### src/rtl/frame_upload_pkg.sv
// -----------------------------------------------------------------------------
// frame_upload_pkg
// Shared constants and types for the frame uploader datapath.
//   - Line cache geometry: 16 x 16-bit write entries, read back as 8 x 32-bit
//     words.
//   - Address adder widths: 21-bit base, 22-bit sum, 55-bit cascade output.
// -----------------------------------------------------------------------------
package frame_upload_pkg;

   localparam int CACHE_WR_DEPTH = 16;
   localparam int CACHE_RD_DEPTH = 8;
   localparam int CACHE_WR_W     = 16;
   localparam int CACHE_RD_W     = 32;
   localparam int ADDR_W         = 21;
   localparam int INCR_W         = 11;
   localparam int SUM_W          = 22;
   localparam int CASO_W         = 55;

   typedef logic [$clog2(CACHE_WR_DEPTH)-1:0] cache_waddr_t;
   typedef logic [$clog2(CACHE_RD_DEPTH)-1:0] cache_raddr_t;

endpackage

### src/rtl/frame_line_cache.sv
// -----------------------------------------------------------------------------
// frame_line_cache
// Simple dual-port, mixed-width line cache. Narrow write port, wide read port
// (RD_WIDTH = 2 x WR_WIDTH by default). A wide word k is built from narrow
// entries {2k+1, 2k}, with the lower entry in the low half.
//
// Build option: define CACHE_OUTREG_EN to add a second output register loaded
// by oce (2-cycle read latency). Undefined: oce is ignored, 1-cycle latency.
//
// Ports:
//   clk, reset       single clock, asynchronous active-high reset
//   we, waddr, wdata narrow write port
//   re, raddr        wide read port enable / word address
//   oce              output-register enable (CACHE_OUTREG_EN build only)
//   rdata            registered wide read data
// -----------------------------------------------------------------------------
module frame_line_cache
   import frame_upload_pkg::*;
#(
   parameter int WR_DEPTH = CACHE_WR_DEPTH,
   parameter int WR_WIDTH = CACHE_WR_W,
   parameter int RD_WIDTH = CACHE_RD_W
)(
   input  logic                          clk,
   input  logic                          reset,
   input  logic                          we,
   input  logic [$clog2(WR_DEPTH)-1:0]   waddr,
   input  logic [WR_WIDTH-1:0]           wdata,
   input  logic                          re,
   input  logic [$clog2(WR_DEPTH)-$clog2(RD_WIDTH/WR_WIDTH)-1:0] raddr,
   input  logic                          oce,
   output logic [RD_WIDTH-1:0]           rdata
);

   localparam int RATIO  = RD_WIDTH / WR_WIDTH;
   localparam int LANE_W = $clog2(RATIO);

   // Storage is deliberately not reset so it maps onto block RAM.
   logic [WR_WIDTH-1:0] mem_q [WR_DEPTH];
   logic [RD_WIDTH-1:0] rd_word;
   logic [RD_WIDTH-1:0] rdata_d;
   logic [RD_WIDTH-1:0] rdata_q;

   // Writes are suppressed while reset is asserted even though the array
   // itself keeps its contents across reset.
   always_ff @(posedge clk) begin
      if (we && !reset) begin
         mem_q[waddr] <= wdata;
      end
   end

   // Each read lane picks one narrow entry; lane 0 is the lowest address.
   for (genvar gi = 0; gi < RATIO; gi++) begin : g_lane
      assign rd_word[gi*WR_WIDTH +: WR_WIDTH] = mem_q[{raddr, LANE_W'(gi)}];
   end

   // Read register samples the array before this edge's write lands,
   // giving read-before-write on colliding addresses.
   always_comb begin
      rdata_d = rdata_q;
      if (re) begin
         rdata_d = rd_word;
      end
   end

   always_ff @(posedge clk or posedge reset) begin
      if (reset) begin
         rdata_q <= '0;
      end else begin
         rdata_q <= rdata_d;
      end
   end

`ifdef CACHE_OUTREG_EN
   logic [RD_WIDTH-1:0] dout_d;
   logic [RD_WIDTH-1:0] dout_q;

   always_comb begin
      dout_d = dout_q;
      if (oce) begin
         dout_d = rdata_q;
      end
   end

   always_ff @(posedge clk or posedge reset) begin
      if (reset) begin
         dout_q <= '0;
      end else begin
         dout_q <= dout_d;
      end
   end

   assign rdata = dout_q;
`else
   // Bypass mode: output register absent, enable has no effect.
   logic unused_oce;
   assign unused_oce = oce;
   assign rdata      = rdata_q;
`endif

endmodule

### src/rtl/frame_upload_datapath.sv
// -----------------------------------------------------------------------------
// frame_upload_datapath
// Datapath for the frame uploader: a mixed-width line cache (16-bit in,
// 32-bit out) and a registered frame-address adder. No control logic lives
// here; the uploader FSM drives all enables.
//
// Build option: CACHE_OUTREG_EN adds a cache output register (2-cycle read
// latency, gated by cache_oce). The adder is the same in both builds.
//
// Ports:
//   clk, reset                         single clock, async active-high reset
//   cache_we, cache_waddr, cache_wdata 16-bit cache write port
//   cache_re, cache_raddr, cache_rdata 32-bit cache read port
//   cache_oce                          cache output-register enable
//   add_ce, add_a, add_b               adder enable and operands
//   add_sum                            registered a + b (carry in MSB)
//   add_caso                           registered zero-extended add_sum
// -----------------------------------------------------------------------------
module frame_upload_datapath
   import frame_upload_pkg::*;
#(
   parameter int WR_DEPTH = CACHE_WR_DEPTH,
   parameter int WR_WIDTH = CACHE_WR_W,
   parameter int RD_WIDTH = CACHE_RD_W,
   parameter int A_WIDTH  = ADDR_W,
   parameter int B_WIDTH  = INCR_W
)(
   input  logic                              clk,
   input  logic                              reset,
   input  logic                              cache_we,
   input  logic [$clog2(WR_DEPTH)-1:0]       cache_waddr,
   input  logic [WR_WIDTH-1:0]               cache_wdata,
   input  logic                              cache_re,
   input  logic [$clog2(WR_DEPTH)-$clog2(RD_WIDTH/WR_WIDTH)-1:0] cache_raddr,
   input  logic                              cache_oce,
   output logic [RD_WIDTH-1:0]               cache_rdata,
   input  logic                              add_ce,
   input  logic [A_WIDTH-1:0]                add_a,
   input  logic [B_WIDTH-1:0]                add_b,
   output logic [A_WIDTH:0]                  add_sum,
   output logic [CASO_W-1:0]                 add_caso
);

   frame_line_cache #(
      .WR_DEPTH (WR_DEPTH),
      .WR_WIDTH (WR_WIDTH),
      .RD_WIDTH (RD_WIDTH)
   ) u_cache (
      .clk   (clk),
      .reset (reset),
      .we    (cache_we),
      .waddr (cache_waddr),
      .wdata (cache_wdata),
      .re    (cache_re),
      .raddr (cache_raddr),
      .oce   (cache_oce),
      .rdata (cache_rdata)
   );

   // Adder works at A_WIDTH+1 bits so the carry out lands in the sum MSB.
   logic [A_WIDTH:0]    add_b_ext;
   logic [A_WIDTH:0]    add_sum_d;
   logic [A_WIDTH:0]    add_sum_q;
   logic [CASO_W-1:0]   add_caso_d;
   logic [CASO_W-1:0]   add_caso_q;

   assign add_b_ext = {{(A_WIDTH + 1 - B_WIDTH){1'b0}}, add_b};

   always_comb begin
      add_sum_d  = add_sum_q;
      add_caso_d = add_caso_q;
      if (add_ce) begin
         add_sum_d  = {1'b0, add_a} + add_b_ext;
         add_caso_d = {{(CASO_W - A_WIDTH - 1){1'b0}}, add_sum_d};
      end
   end

   always_ff @(posedge clk or posedge reset) begin
      if (reset) begin
         add_sum_q  <= '0;
         add_caso_q <= '0;
      end else begin
         add_sum_q  <= add_sum_d;
         add_caso_q <= add_caso_d;
      end
   end

   assign add_sum  = add_sum_q;
   assign add_caso = add_caso_q;

endmodule

### config.mk
export PLATFORM = sky130hd
export DESIGN_NAME = frame_upload_datapath
export DESIGN_NICKNAME = d
export VERILOG_FILES = /design/src/rtl/frame_upload_pkg.sv /design/src/rtl/frame_line_cache.sv /design/src/rtl/frame_upload_datapath.sv
export SDC_FILE = /design/constraint.sdc
export NUM_CORES = 1
export LEC_CHECK = 0
export CORE_UTILIZATION = 30
export DETAILED_ROUTE_END_ITERATION = 12
export GPL_TIMING_DRIVEN = 0
export PLACE_DENSITY = 0.45
export SYNTH_ARGS = -nofsm -noshare
export SYNTH_HDL_FRONTEND = slang
export SYNTH_SLANG_ARGS = --single-unit
### constraint.sdc
create_clock -name clk -period 1.9 [get_ports clk]
set_input_delay 0.38 -clock clk [delete_from_list [all_inputs] [get_ports clk]]
set_output_delay 0.38 -clock clk [all_outputs]
set_load 0.01 [all_outputs]
* Word-level counts from Yosys, hierarchy flattened
Memory sizes are Yosys's and may differ from the RTL's. A register that Yosys moved wholly into a read port is not among the register bits.
Index checks and enable logic that the tools add are counted.
** Storage, ports and cells
- Memories kept :: 1
- Input port bits :: 61
- Memory bits (writable) :: 256
- Register bits after elaboration :: 22
- Output and inout port bits :: 109
- Logic and storage cells :: 7
** Memories
- u_cache.mem_q :: words 16, width 16, read ports 2, clocked after Yosys merged registers in 2, write ports 1, line frame_line_cache.sv:39 : logic [WR_WIDTH-1:0] mem_q [WR_DEPTH];
** Cells by class
- Add/subtract/negate cells :: 1
- Reductions and logical operators :: 2
- Multiplexer cells :: 2
** Operators with widths (count)
- $add A21 B11 Y22 :: 1
- $mux W1 :: 2
- $logic_and A1 B1 Y1 :: 1
- $logic_not A1 Y1 :: 1

* Logic depth before layout (Yosys ltp)
- Depth in word-level cells :: 4
- Gate-level depth with buffers :: 9
- Depth with buffers taken out :: 9

* Hierarchy
Synthesis repeated with hierarchy kept, for this count alone.
** Second synthesis, totals
- Cells, all modules :: 875
- Area total of the unflattened synthesis :: 13402.9 um^2
** By module, submodules not included
- frame_line_cache :: area each 11320.9 um^2, seq. area each 8488.1 um^2, cells each 647, instances 1
- frame_upload_datapath :: area each 2082.0 um^2, seq. area each 550.5 um^2, cells each 228, instances 1

* Worst setup path before layout
Ideal clock, no wire load.
- Kind :: input to register
- Start point :: input reset
- End point :: memory u_cache.mem_q[0][0] in the netlist's numbering (enable)
- Data arrival time :: 3.253 ns
- Buffers on the path :: 0
- Required time :: 1.491 ns
- Path slack :: -1.762 ns
- Cell stages on the path :: 4
- Library setup time :: 0.409 ns
- Cell sequence :: inv_1 nand2_1 or3_1 nor3_1
** On the way
- Longest elaborated chain between the ends :: 4
** Ends and longest elaborated chain
- from (decl) :: line frame_upload_datapath.sv:29 : input logic reset,
- $logic_not A1 Y1 (no source line)
- $logic_and A1 B1 Y1 :: line frame_line_cache.sv:47 : if (we && !reset) begin
- $mux W1 :: line frame_line_cache.sv:47
- $mux W1 (implied by the code) :: line frame_line_cache.sv:48 : mem_q[waddr] <= wdata;
- to (decl) :: line frame_line_cache.sv:39
Every way passes these cells.

==> flow_results.org <==
** GRT
- After global routing the overflow that remains totals 0.
- The first global-routing pass estimated 46900 um of wire.
- Largest net degree at the start of global routing :: 17
- Global routing used 14.7% of the available tracks.
- The number of antenna violations at the first check in global routing came to 0.
- Number of global-route vias before repair :: 7159

** Yosys
- For this run, the number of Yosys warnings is 0.
- Seq/Total Area, Yosys :: 71.3%
- Summing every instance area after synthesis gives 0.0127 mm2.
- Number of instances in the synthesized netlist :: 719
- The top cell type by area accounts for 60.6% of the synthesized area.
- Yosys mapped a number of flops with a built-in enable equal to 256.
- Yosys mapped the design onto 44 distinct sky130hd cell types.
- Most area-consuming cells after synthesis :: sky130_fd_sc_hd__edfxtp_1, sky130_fd_sc_hd__mux4_2, sky130_fd_sc_hd__dfrtp_1
- Ranking of synthesized cells by instance count :: sky130_fd_sc_hd__edfxtp_1, sky130_fd_sc_hd__mux4_2, sky130_fd_sc_hd__buf_4
- After synthesis the netlist holds a flip-flop and latch count of 310.
- In the post-synthesis netlist, the cell with the most instances is sky130_fd_sc_hd__edfxtp_1.
- Mean area per synthesized cell :: 17.6 um2
- After synthesis, the share of flip-flops with an asynchronous set or reset is 17.4%.
- Among all flip-flop cells after synthesis, the most frequent one is sky130_fd_sc_hd__edfxtp_1.
- Area leader, netlist :: sky130_fd_sc_hd__edfxtp_1

** Clocking
- Counting along the longest clock path gives a buffer depth of 3.
- In this run the number of H-tree levels came out at 2.
- Clock-pin slew was measured on the worst setup and hold paths at 0.06 ns.
- At the later pin of the worst-skew pair, clock insertion delay measures 0.53 ns.
- TritonCTS built the clock tree.
- Clock tree root driver cell :: sky130_fd_sc_hd__clkbuf_16
- Number of buffers created by CTS :: 37
- Clock sink total :: 310

** Worst setup path
- R2R Path End :: cache_rdata[9]
- Slowest cell delay on critical path :: 0.56 ns
- The worst setup path is launched from a flip-flop.
- Startpoint-to-endpoint class of the critical path :: reg -> out
- Worst-case register-to-register setup slack :: 0.53 ns
- Arrival time reported for the critical path endpoint :: 1.48 ns
- Counting both buffers and inverters, the worst setup path holds a total of 1.
- The worst register-to-register path begins at u_cache.mem_q[4][9].
- Critical-path maximum fanout :: 3
- Counting cells, the worst reg-to-reg path comes to 3.
- Critical-path cell with the highest stage delay :: sky130_fd_sc_hd__clkdlybuf4s50_1
- STA classifies the critical path endpoint as an output port.
- In this run the number of cells on the critical path is 1.
- The signal on the critical path passes through clkdlybuf4s50_1.
- Largest delay contributor family on the critical path :: buffers and inverters
- Critical Path RT :: 1.52 ns

** Worst hold path
- The path class of the tightest hold or removal check is in -> async.

** STA
- Ratio of final minimum period to clock period :: 97.7%
- Setup violations remaining at the end of the flow were counted as 0.
- RSZ-0062 raised after global routing :: yes
- Final hold analysis gives a worst-case slack of 0.0649 ns.
- Skew final :: 0.0140 ns
- Total count of max-transition violations in the final report :: 0
- Slew at the pin closest to its max-slew limit :: 1.03 ns
- Worst slew margin relative to its limit :: 30.9%
- The number of hold violations in the final report is 0.
- Minimum setup slack in the final design :: 0.0428 ns
- Minimum period implied by the final worst setup slack :: 1.86 ns
- Highest attainable clock frequency :: 538 MHz

** Final layout
- Final Net Count :: 1040
- Compared with the post-synthesis result, the final layout area differs by 33.1%.
- Fraction of final layout cells with drive strength greater than 1 :: 28.1%
- After routing the design area is 0.0169 mm2.
- Count of antenna diodes in the layout :: 0

** Floorplanning
- Starting density of the core :: 30.7%
- Die boundary width :: 208 um
- The die covers 0.0431 mm2.
- During I/O placement, the number of pins put on the boundary was 170.
- DIE HEIGHT :: 208 um
- The floorplan step defined a core boundary enclosing 0.0413 mm2.
- The floorplan has 74 rows.

** Place
- Port buffering added 130 buffers.
- Detailed placement HPWL :: 19400 um
- Final weighted congestion in routability-driven placement :: 0.734
- Instance area at placement :: 0.0149 mm2
- Pre-CTS setup slack :: -1.68 ns

** Run status
- The run finished with clean final reports.

** Detailed routing
- Routed wire per std cell :: 21.0 um
- The first detailed-routing pass ran for 5 iterations.
- Post-route antenna net violation count :: 0
- The detailed router finished its first iteration with 335 violations.
- The routed design has 32100 um of wire.
- Vias per std cell :: 4.63
- For this run, design rule violations remaining after detail routing come to 0.
- Via count :: 7069

** Power
- Dividing total power by cell area gives a power density of 963 mW/mm2.
- VDD sags by at most 0.666 mV.
- The analysis attributes to cell leakage a power of 6.10 nW.

** Flow run
- The tool flagged a number of max-cap violations equal to 0.
cell usage in the layout (no fill, tap or decap), types with 3 or more instances in the layout:
cell type / count
sky130_fd_sc_hd__conb_1: 33
sky130_fd_sc_hd__buf_12: 17
sky130_fd_sc_hd__xor2_1: 4
sky130_fd_sc_hd__dlygate4sd2_1: 30
sky130_fd_sc_hd__buf_1: 7
sky130_fd_sc_hd__clkbuf_1: 21
sky130_fd_sc_hd__a211oi_1: 3
sky130_fd_sc_hd__or3_1: 4
sky130_fd_sc_hd__nor3_4: 5
sky130_fd_sc_hd__nand2_1: 15
sky130_fd_sc_hd__clkinv_1: 7
sky130_fd_sc_hd__a21oi_1: 40
sky130_fd_sc_hd__dlymetal6s2s_1: 18
sky130_fd_sc_hd__buf_4: 79
sky130_fd_sc_hd__a31oi_1: 5
sky130_fd_sc_hd__o21ai_1: 3
sky130_fd_sc_hd__clkinvlp_4: 3
sky130_fd_sc_hd__mux4_2: 64
sky130_fd_sc_hd__nor2_1: 43
sky130_fd_sc_hd__clkdlybuf4s50_1: 81
sky130_fd_sc_hd__clkinv_2: 8
sky130_fd_sc_hd__nor2_4: 13
sky130_fd_sc_hd__buf_2: 8
sky130_fd_sc_hd__nand4_1: 3
sky130_fd_sc_hd__clkbuf_16: 40
sky130_fd_sc_hd__dfrtp_1: 54
sky130_fd_sc_hd__mux2_2: 9
sky130_fd_sc_hd__mux2i_1: 32
sky130_fd_sc_hd__inv_1: 9
sky130_fd_sc_hd__o21ai_0: 8
sky130_fd_sc_hd__ha_4: 8
sky130_fd_sc_hd__edfxtp_1: 256
sky130_fd_sc_hd__o21a_1: 4
sky130_fd_sc_hd__xnor2_1: 6
sky130_fd_sc_hd__nand3_1: 3
sky130_fd_sc_hd__a21o_1: 3
cell families after synthesis:
family	count (synthesis)	share of synthesized area (%)
AO/OA/AOI/OAI	85	3.95
XOR/XNOR	10	0.691
adder cells (fa/ha/maj)	12	1.24
buffers and inverters	97	4.64
flip-flops	310	71.3
multiplexers	105	14.7
other	1	0.0296
AND/OR/NAND/NOR	99	3.48
sequential cells by signal (all words and copies together) (netlist names):
name / cells
cache_rdata: 32
add_sum: 22
u_cache.mem_q: 256
routing by layer:
layer | track usage, % | part of all wire [%]
met1 | 19.5 | 44
met2 | 25.1 | 50
met3 | 2.60 | 4.4
met4 | 3.55 | 1.6
met5 | 0 | 0
worst max-delay path by stage:
stage,startpoint,slack (ns),to
CTS,add_sum[3],0.002,add_caso[3]
detailed placement,reset,-1.68,u_cache.mem_q[6][14]
finish,add_sum[17],0.04,add_caso[17]
floorplan,reset,-0.51,u_cache.mem_q[0][0]
global placement,reset,-2.19,u_cache.mem_q[6][14]
global route,add_a[3],-0.01,add_sum[19]
through the flow:
stage	instances	TNS [ns]	utilization [%]	power [W]
6_report	1527	0	40.9	0.0163
5_1_grt	1527	-0.0203	40.9	0.0169
4_1_cts	1518	0	40.4	0.0165
3_5_place_dp	1414	-389.60	36.2	0.00967
3_3_place_gp	1413	-505.33	36.1	0.00966
2_1_floorplan	751	-92.14	-	0.00874
layout make-up:
| class | instances | area, um2 |
|---|---|---|
| flip-flops and latches | 310 | 9040 |
| fillers | 3800 | 24400 |
| multi-input cells | 345 | 3520 |
| repair buffers | 175 | 1910 |
| well taps | 532 | 666 |
| clock inverters | 20 | 129 |
| repair inverters | 1 | 5.00 |
| plain buffers | 86 | 554 |
| clock buffers | 47 | 1020 |
| inverters | 11 | 45.0 |
timing repair:
item	in CTS	in global routing
endpoints found under the hold margin	0	10
cloned	3	1
setup endpoints to repair	294	72
gates resized for setup	56	31
pin swaps	25	12
hold buffers	0	2
setup buffers	34	6
power by group:
part | internal (W) | switching (W) | total [W]
Clock | 0.00393 | 0.00274 | 0.00667
Combinational | 0.000986 | 0.000892 | 0.00188
Sequential | 0.00759 | 0.000133 | 0.00772
(Power assumes the default switching activity.)
